--- config.mk ---
export PLATFORM = sky130hd
export DESIGN_NAME = imem_cache_flat
export DESIGN_NICKNAME = d
export VERILOG_FILES = /design/src/rtl/imem_cache_if.sv /design/src/rtl/imem_cache.sv /design/src/flat_wrapper.sv
export SDC_FILE = /design/constraint.sdc
export NUM_CORES = 1
export LEC_CHECK = 0
export CORE_ASPECT_RATIO = 0.7
export CORE_MARGIN = 5
export CORE_UTILIZATION = 31
export CTS_CLUSTER_SIZE = 30
export DETAILED_ROUTE_END_ITERATION = 8
export PLACE_DENSITY_LB_ADDON = 0.3
export SLEW_MARGIN = 5
export SYNTH_ARGS = -nofsm -noshare
export SYNTH_HDL_FRONTEND = slang
export SYNTH_SLANG_ARGS = --single-unit
--- constraint.sdc ---
create_clock -name clk -period 10.6 [get_ports clk]
set_clock_uncertainty 0.1 [all_clocks]
set_input_delay 2.12 -clock clk [delete_from_list [all_inputs] [get_ports clk]]
set_output_delay 2.12 -clock clk [all_outputs]
set_load 0.05 [all_outputs]
--- src/rtl/imem_cache_if.sv ---
// Fetch-side and refill-side signals of the direct-mapped instruction cache.
// slave is the cache's view; master is the fetch stage plus backing memory.
interface imem_cache_if #(
  parameter int WORD = 32,
  parameter int ADDR = 16
);
  logic [ADDR-1:0] addr_i;
  logic [WORD-1:0] inst_o;
  logic            stall_o;
  logic            flush_i;
  logic            mem_req_o;
  logic [ADDR-1:0] mem_addr_o;
  logic            mem_ack_i;
  logic [WORD-1:0] mem_data_i;

  modport slave (
    input  addr_i,
    input  flush_i,
    input  mem_ack_i,
    input  mem_data_i,
    output inst_o,
    output stall_o,
    output mem_req_o,
    output mem_addr_o
  );

  modport master (
    output addr_i,
    output flush_i,
    output mem_ack_i,
    output mem_data_i,
    input  inst_o,
    input  stall_o,
    input  mem_req_o,
    input  mem_addr_o
  );
endinterface

--- src/rtl/imem_cache.sv ---
// Direct-mapped single-word-line instruction cache with a two-state
// refill FSM; hits are answered combinationally in the same cycle.
module imem_cache #(
  parameter int WORD  = 32,
  parameter int ADDR  = 16,
  parameter int LINES = 16
) (
  input logic        clk,
  input logic        rst,
  imem_cache_if.slave bus
);
  localparam int IDX = $clog2(LINES);
  localparam int TAG = ADDR - IDX;

  typedef enum logic {
    IDLE,
    FILL
  } state_t;

  state_t           state;
  logic [LINES-1:0] valid;
  logic [TAG-1:0]   tag_q  [LINES];
  logic [WORD-1:0]  data_q [LINES];
  logic             discard;
  logic             req;
  logic [ADDR-1:0]  maddr;

  logic [IDX-1:0] idx;
  logic [TAG-1:0] tag;
  logic [IDX-1:0] fidx;
  logic [TAG-1:0] ftag;
  logic           hit;

  assign idx  = bus.addr_i[IDX-1:0];
  assign tag  = bus.addr_i[ADDR-1:IDX];
  assign fidx = maddr[IDX-1:0];
  assign ftag = maddr[ADDR-1:IDX];

  assign hit = (state == IDLE) && valid[idx] &&
               (tag_q[idx] == tag) && !bus.flush_i;

  assign bus.stall_o    = !hit;
  assign bus.inst_o     = hit ? data_q[idx] : '0;
  assign bus.mem_req_o  = req;
  assign bus.mem_addr_o = maddr;

  always_ff @(posedge clk) begin
    if (rst) begin
      state   <= IDLE;
      valid   <= '0;
      discard <= 1'b0;
      req     <= 1'b0;
      maddr   <= '0;
    end else begin
      unique case (state)
        IDLE: begin
          discard <= 1'b0;
          if (bus.flush_i) begin
            valid <= '0;
          end else if (!hit) begin
            state <= FILL;
            req   <= 1'b1;
            maddr <= bus.addr_i;
          end
        end
        FILL: begin
          if (bus.flush_i) valid <= '0;
          if (bus.mem_ack_i) begin
            // a flush seen at any point of this refill keeps the line invalid
            if (!bus.flush_i && !discard) valid[fidx] <= 1'b1;
            state   <= IDLE;
            req     <= 1'b0;
            discard <= 1'b0;
          end else if (bus.flush_i) begin
            discard <= 1'b1;
          end
        end
        default: state <= IDLE;
      endcase
    end
  end

  always_ff @(posedge clk) begin
    if (!rst && state == FILL && bus.mem_ack_i) begin
      data_q[fidx] <= bus.mem_data_i;
      tag_q[fidx]  <= ftag;
    end
  end
endmodule

--- src/flat_wrapper.sv ---
// flat-port wrapper written by rule: the top's interface ports become plain ports
module imem_cache_flat 
#(
  parameter int WORD  = 32,
  parameter int ADDR  = 16,
  parameter int LINES = 16
)
  (clk, rst, bus_addr_i, bus_flush_i, bus_mem_ack_i, bus_mem_data_i, bus_inst_o, bus_stall_o, bus_mem_req_o, bus_mem_addr_o);
  imem_cache_if #(.WORD(WORD), .ADDR(ADDR)) bus_i ();
  input logic clk;
  input logic rst;
  input wire logic [$bits(bus_i.addr_i)-1:0] bus_addr_i;
  input wire logic [$bits(bus_i.flush_i)-1:0] bus_flush_i;
  input wire logic [$bits(bus_i.mem_ack_i)-1:0] bus_mem_ack_i;
  input wire logic [$bits(bus_i.mem_data_i)-1:0] bus_mem_data_i;
  output wire logic [$bits(bus_i.inst_o)-1:0] bus_inst_o;
  output wire logic [$bits(bus_i.stall_o)-1:0] bus_stall_o;
  output wire logic [$bits(bus_i.mem_req_o)-1:0] bus_mem_req_o;
  output wire logic [$bits(bus_i.mem_addr_o)-1:0] bus_mem_addr_o;
  assign bus_i.addr_i = bus_addr_i;
  assign bus_i.flush_i = bus_flush_i;
  assign bus_i.mem_ack_i = bus_mem_ack_i;
  assign bus_i.mem_data_i = bus_mem_data_i;
  assign bus_inst_o = bus_i.inst_o;
  assign bus_stall_o = bus_i.stall_o;
  assign bus_mem_req_o = bus_i.mem_req_o;
  assign bus_mem_addr_o = bus_i.mem_addr_o;
  imem_cache #(.WORD(WORD), .ADDR(ADDR), .LINES(LINES)) u_core (.clk(clk), .rst(rst), .bus(bus_i));
endmodule
### Yosys cells after proc, flatten, opt, wreduce, memory -nomap -nowiden

Memories as Yosys holds them, arrays and structs flattened.
Cells that the tools add are included.

* word-level logic and storage cells: 56
* register bits after elaboration: 35
* RAM bits: 704
* bits in latches: 0
* input port bits: 52
* memories: 2
* bits in read-only memories: 0

* multipliers: 0
* muxes and demuxes: 24
* magnitude comparators: 3
* bitwise logic cells: 4
* equality and inequality tests: 5
* shift operators: 0
* divide/modulo/power cells: 0
* $add $sub $neg: 0
* reduce and logical (&&, ||, !) cells: 13

Memories
* u_core.data_q: depth 16, width 32, rd ports 1, clocked after memory_dff 0, wr ports 1, RTL line imem_cache.sv:23 `logic [WORD-1:0] data_q [LINES];`
* u_core.tag_q: depth 16, width 12, rd ports 1, clocked after memory_dff 0, wr ports 1, RTL line imem_cache.sv:22 `logic [TAG-1:0] tag_q [LINES];`

Operator list (number)
* two-way mux 16 bit: 5
* two-way mux 32 bit: 1
* case mux 16 bit (2 select lines): 1
* OR 16 bit: 1
* equality test 12 bit: 1
* two-way mux 1 bit: 12
* less-than comparator 4 x 5 -> 1 bit, second input constant: 2
* logical AND 1 bit: 7
* != test 2 bit, second input constant: 3
* case mux 1 bit (2 select lines): 3
* AND reduction 3 bit: 2
* binary-select mux 1 bit (select 4 bit): 1
* demux 1 bit (select 4 bit): 1
* greater-or-equal comparator 4 x 1 -> 1 bit, second input constant: 1
* logical NOT 1 bit: 4
* != test 3 bit, second input constant: 1
* inverter 1 bit: 3

### Logic depth before layout (Yosys ltp)

* depth in word-level cells: 8
* mapped depth: 13

### Worst setup path before layout

OpenSTA, ideal clock, no wires.

* path kind: input port to output port
* from: input bus_addr_i[2]
* to: output bus_inst_o[21]
* slack: 3.326 ns
* stages on the path: 10
* arrival time: 5.054 ns
* required time: 8.380 ns
* path through: buf_2 > buf_2 > mux4_2 > mux4_2 > xnor2_1 > nand3_1 > nor4_4 > nand3_2 > buf_2 > nor2b_1

* word-level cells in the longest chain between the ends: 6
* elaborated cells between the ends (all ways): 9
* classes of those cells: eq/ne (1); mux (3); reduce/logical (3); memory (2)

RTL lines
* start: declaration: RTL line flat_wrapper.sv:12 `input wire logic [$bits(bus_i.addr_i)-1:0] bus_addr_i;`
* parallel branches: the longest is 5 deep, another holds memory read (16 x 12 bit)
* two-way mux 32 bit *: RTL line imem_cache.sv:43 `assign bus.inst_o = hit ? data_q[idx] : '0;`
* end: declaration: RTL line flat_wrapper.sv:16 `output wire logic [$bits(bus_i.inst_o)-1:0] bus_inst_o;`

Every way passes the cells marked *. The select of a mux whose other input is x is not followed.

### Worst setup path in the final report

* from: input bus_addr_i[2]
* to: output bus_inst_o[18]

The elaborated chain is that of the path after synthesis.

==> results_dict.tcl <==
set metrics [dict create \
    status "finished clean" \
    timing_hold_violations_final 0 \
    coreArea_mm2 0.09169 \
    tritoncts.num_buffers 70 \
    critical_path_peak_fanout 39 \
    synth_cells 1264 \
    critical-path-slowest-cell "sky130_fd_sc_hd__clkdlybuf4s50_1" \
    irDropWorstVdd_mv 0.1111 \
    ys.flop_type "sky130_fd_sc_hd__edfxtp_1" \
    sequential_cell_area_mm2 0.02184 \
    report.final.slew_viol_count 0 \
    tritoncts_clock_tree "done" \
    wl_final_um 65640 \
    synth.avg_cell_area_um2 22.61 \
    cts.clk_slew.worst_paths_ps 60 \
    design.die.area_mm2 0.09848 \
    synthMostInstantiatedCell "sky130_fd_sc_hd__edfxtp_1" \
    seq_area_frac_synth 0.7641 \
    detailroute.via_count 13060 \
    synth.largest_area_cell "sky130_fd_sc_hd__edfxtp_1" \
    mappedNetlistArea_mm2 0.02858 \
    routedWlPerCell_um 24.44 \
    mappedNetlistNets 1316 \
    nNetsFinal 1449 \
    synthMuxAreaShare 0.1804 \
    first_global_vias 13695 \
    arrival_ps 6880 \
    synthAdderAreaFrac 0 \
    grt_setup_unrepaired "no" \
    cts_num_sinks 739 \
    finalWorstPathRequiredPeriod_ps 9097 \
    max_clock_freq_mhz 109.9 \
    postRouteAntennaNets 0 \
    clock_tree.root_cell "sky130_fd_sc_hd__clkbuf_16" \
    post_synth_main_area_contributors "sky130_fd_sc_hd__edfxtp_1, sky130_fd_sc_hd__mux4_2, sky130_fd_sc_hd__dfxtp_1" \
    grt_pass1_wl_um 96090 \
    fp-row-count 93 \
    final_layout_size_suffix_gt1_frac 0.2560 \
    p_per_area_mw_per_mm2 179.4 \
    ys_types 40 \
    worst_setup_path_end_kind "output port" \
    post_synth_most_frequent_cells "sky130_fd_sc_hd__edfxtp_1, sky130_fd_sc_hd__mux4_2, sky130_fd_sc_hd__mux2i_1, sky130_fd_sc_hd__nor2_1, sky130_fd_sc_hd__nor2b_1" \
    synth-warning-count 0 \
    min-delay-path-class "reg -> reg" \
    cp.required_ps 8380 \
    ctsResizeCount 0 \
    grt_start_max_net_pins 73 \
    area_overhead_of_the_layout_relative_to_synthesis_pct 16.66 \
    share_of_the_synthesized_area_in_the_top_cell_type 0.7396 \
    final.setup.worst_slack_ps 1503 \
    drc_errors 0 \
    detailed_place_hpwl_um 33880 \
    cpPeakStageDelay_ps 900 \
    num_io_pins 102 \
    htree_num_levels 3 \
    synth-compound-area-share 0.01081 \
    synth-seq-cells 739 \
    count_of_port_buffers_added_during_placement 101 \
    report.final.setup_viol 0 \
    tightest_slew_ps 996.9 \
    cp_common_cell "sky130_fd_sc_hd__buf_4" \
    async_reset_ff_frac 0 \
    p_leak_nw 10.32 \
    routed_via_density 4.862 \
    cts.hold.buffers_added 0 \
    grt.overflow.total 0 \
    clock_latency_ps 610 \
    worstSetupPathType "in -> out" \
    number_of_flops_mapped_to_enable_cells_by_yosys 704 \
    crit_chain "buf_4 > buf_4 > mux4_2 > mux2i_1 > xor2_1 > o22a_1 > o2111ai_1 > nor4_4 > nand3_2 > nor2b_1 > clkdlybuf4s50_1" \
    floorplan.die.height_um 264.1 \
    kind_of_launch_point_of_the_worst_setup_path "input pin" \
    drt_pre_antenna_iters 6 \
    fillers 8436 \
    yosys.area_share.xor_xnor 0.004290 \
    synth_simple_gate_area_frac 0.02758 \
    dieWidth_um 372.9 \
    cts.repair_timing.setup_buffer_count 0 \
    fin_tns_setup_ps 0 \
    dr.first_iter.drc_count 993 \
    post-route-period-util 0.8582 \
    post-place-ws_ps 1431 \
    largest_family_of_logic_cells_by_synthesized_area "multiplexers" \
    antenna_found_initial 3 \
    cts-root-to-sink-buffers 3 \
    multi_input_area_mm2 0.006487 \
    initial_core_util 0.3117 \
    finalWeightedCongestion 0.7208 \
    timing.max_slew.rel_slack 0.3354 \
    grt_util_all_layers 0.1319 \
    cap_violations 0 \
]
worst paths after layout:
check                        from              endpoint  slack (ps)  cells after the start
max                 bus_addr_i[2]        bus_inst_o[18]        1500                     11
min          u_core.bus.mem_req_o  u_core.bus.mem_req_o         390                      2
max reg2reg          u_core.state  u_core.data_q[7][16]        7500                      5
min reg2reg  u_core.bus.mem_req_o  u_core.bus.mem_req_o         390                      2
worst max-delay path: cells and delay by family:
kind / cells / cell delay, ps
AOI/OAI and AO/OA: 2 / 330
xor gates and xnor gates: 1 / 190
buffers and inverters: 3 / 2030
muxes: 2 / 530
and+or+nand+nor: 3 / 1610
area by class of cell:
| class | instances | share of cell area |
|---|---|---|
| inverter | 4 | 0.0004502 |
| clock buffer | 85 | 0.05613 |
| sequential | 739 | 0.6550 |
| timing repair buffer | 128 | 0.03651 |
| clock inverter | 39 | 0.01092 |
| antenna | 2 | 0.0001501 |
| multi-input combinational | 454 | 0.1945 |
| tap | 1235 | 0.04634 |
report_power, final:
group          total [mW]  internal [mW]  switching [mW]
registers            3.23           3.21          0.0210
clock network        2.47           1.41            1.06
logic               0.279          0.128           0.151
total                5.98           4.75            1.23
state kept, by name (all words and copies together) (netlist names):
signal / cells
u_core.bus.mem_addr_o: 16
u_core.bus.mem_req_o: 1
u_core.data_q: 512
u_core.discard: 1
u_core.state: 1
u_core.tag_q: 192
u_core.valid: 16
stage by stage:
| step | power, mW | utilization | hold WS [ps] | instances | area [um^2] |
|---|---|---|---|---|---|
| 2_1_floorplan | 3.469 | - | 344.7 | 1264 | 28580 |
| 3_3_place_gp | 3.573 | 0.3392 | 377.2 | 2560 | 31110 |
| 5_1_grt | 6.197 | 0.3637 | 424.1 | 2685 | 33340 |
| 3_5_place_dp | 3.578 | 0.3392 | 388.5 | 2560 | 31110 |
| 6_report | 5.981 | 0.3637 | 394.3 | 2686 | 33350 |
| 4_1_cts | 6.058 | 0.3636 | 404.6 | 2684 | 33340 |
routing by layer:
layer / vias to the layer above / global-route usage / part of all wire
li1: 5559 / - / -
met1: 7118 / 0.1865 / 0.45
met2: 303 / 0.2122 / 0.48
met3: 78 / 0.02739 / 0.049
met4: 2 / 0.02853 / 0.016
met5: - / 0 / 0.00017
cell usage in the layout, fill, tap and decap left out, drive strengths merged, types with 2 or more instances in the layout:
| cell type | Yosys | final |
|---|---|---|
| xor2 | 4 | 4 |
| nor2b | 38 | 38 |
| clkbuf | 33 | 86 |
| buf | 34 | 30 |
| nand2 | 10 | 10 |
| a22oi | 12 | 12 |
| edfxtp | 704 | 704 |
| nor3b | 3 | 3 |
| diode | 0 | 2 |
| dfxtp | 35 | 35 |
| nand3 | 6 | 6 |
| clkinvlp | 0 | 4 |
| bufinv | 0 | 6 |
| nor3 | 8 | 8 |
| nor2 | 39 | 39 |
| clkdlybuf4s50 | 0 | 97 |
| a211oi | 3 | 3 |
| inv | 3 | 8 |
| mux2 | 12 | 12 |
| clkinv | 1 | 25 |
| xnor2 | 10 | 10 |
| a21oi | 2 | 2 |
| a221oi | 5 | 5 |
| mux4 | 203 | 203 |
| mux2i | 45 | 45 |
| nand2b | 36 | 36 |
| a32oi | 4 | 4 |
| o22ai | 5 | 5 |
cell families after synthesis:
kind of cell           count (synthesis)
flip-flops                           739
buffers and inverters                 71
multiplexers                         260
AND/OR/NAND/NOR                      143
AO/OA/AOI/OAI                         37
XOR/XNOR                              14
Note: power is estimated with default switching activity, not from simulation.
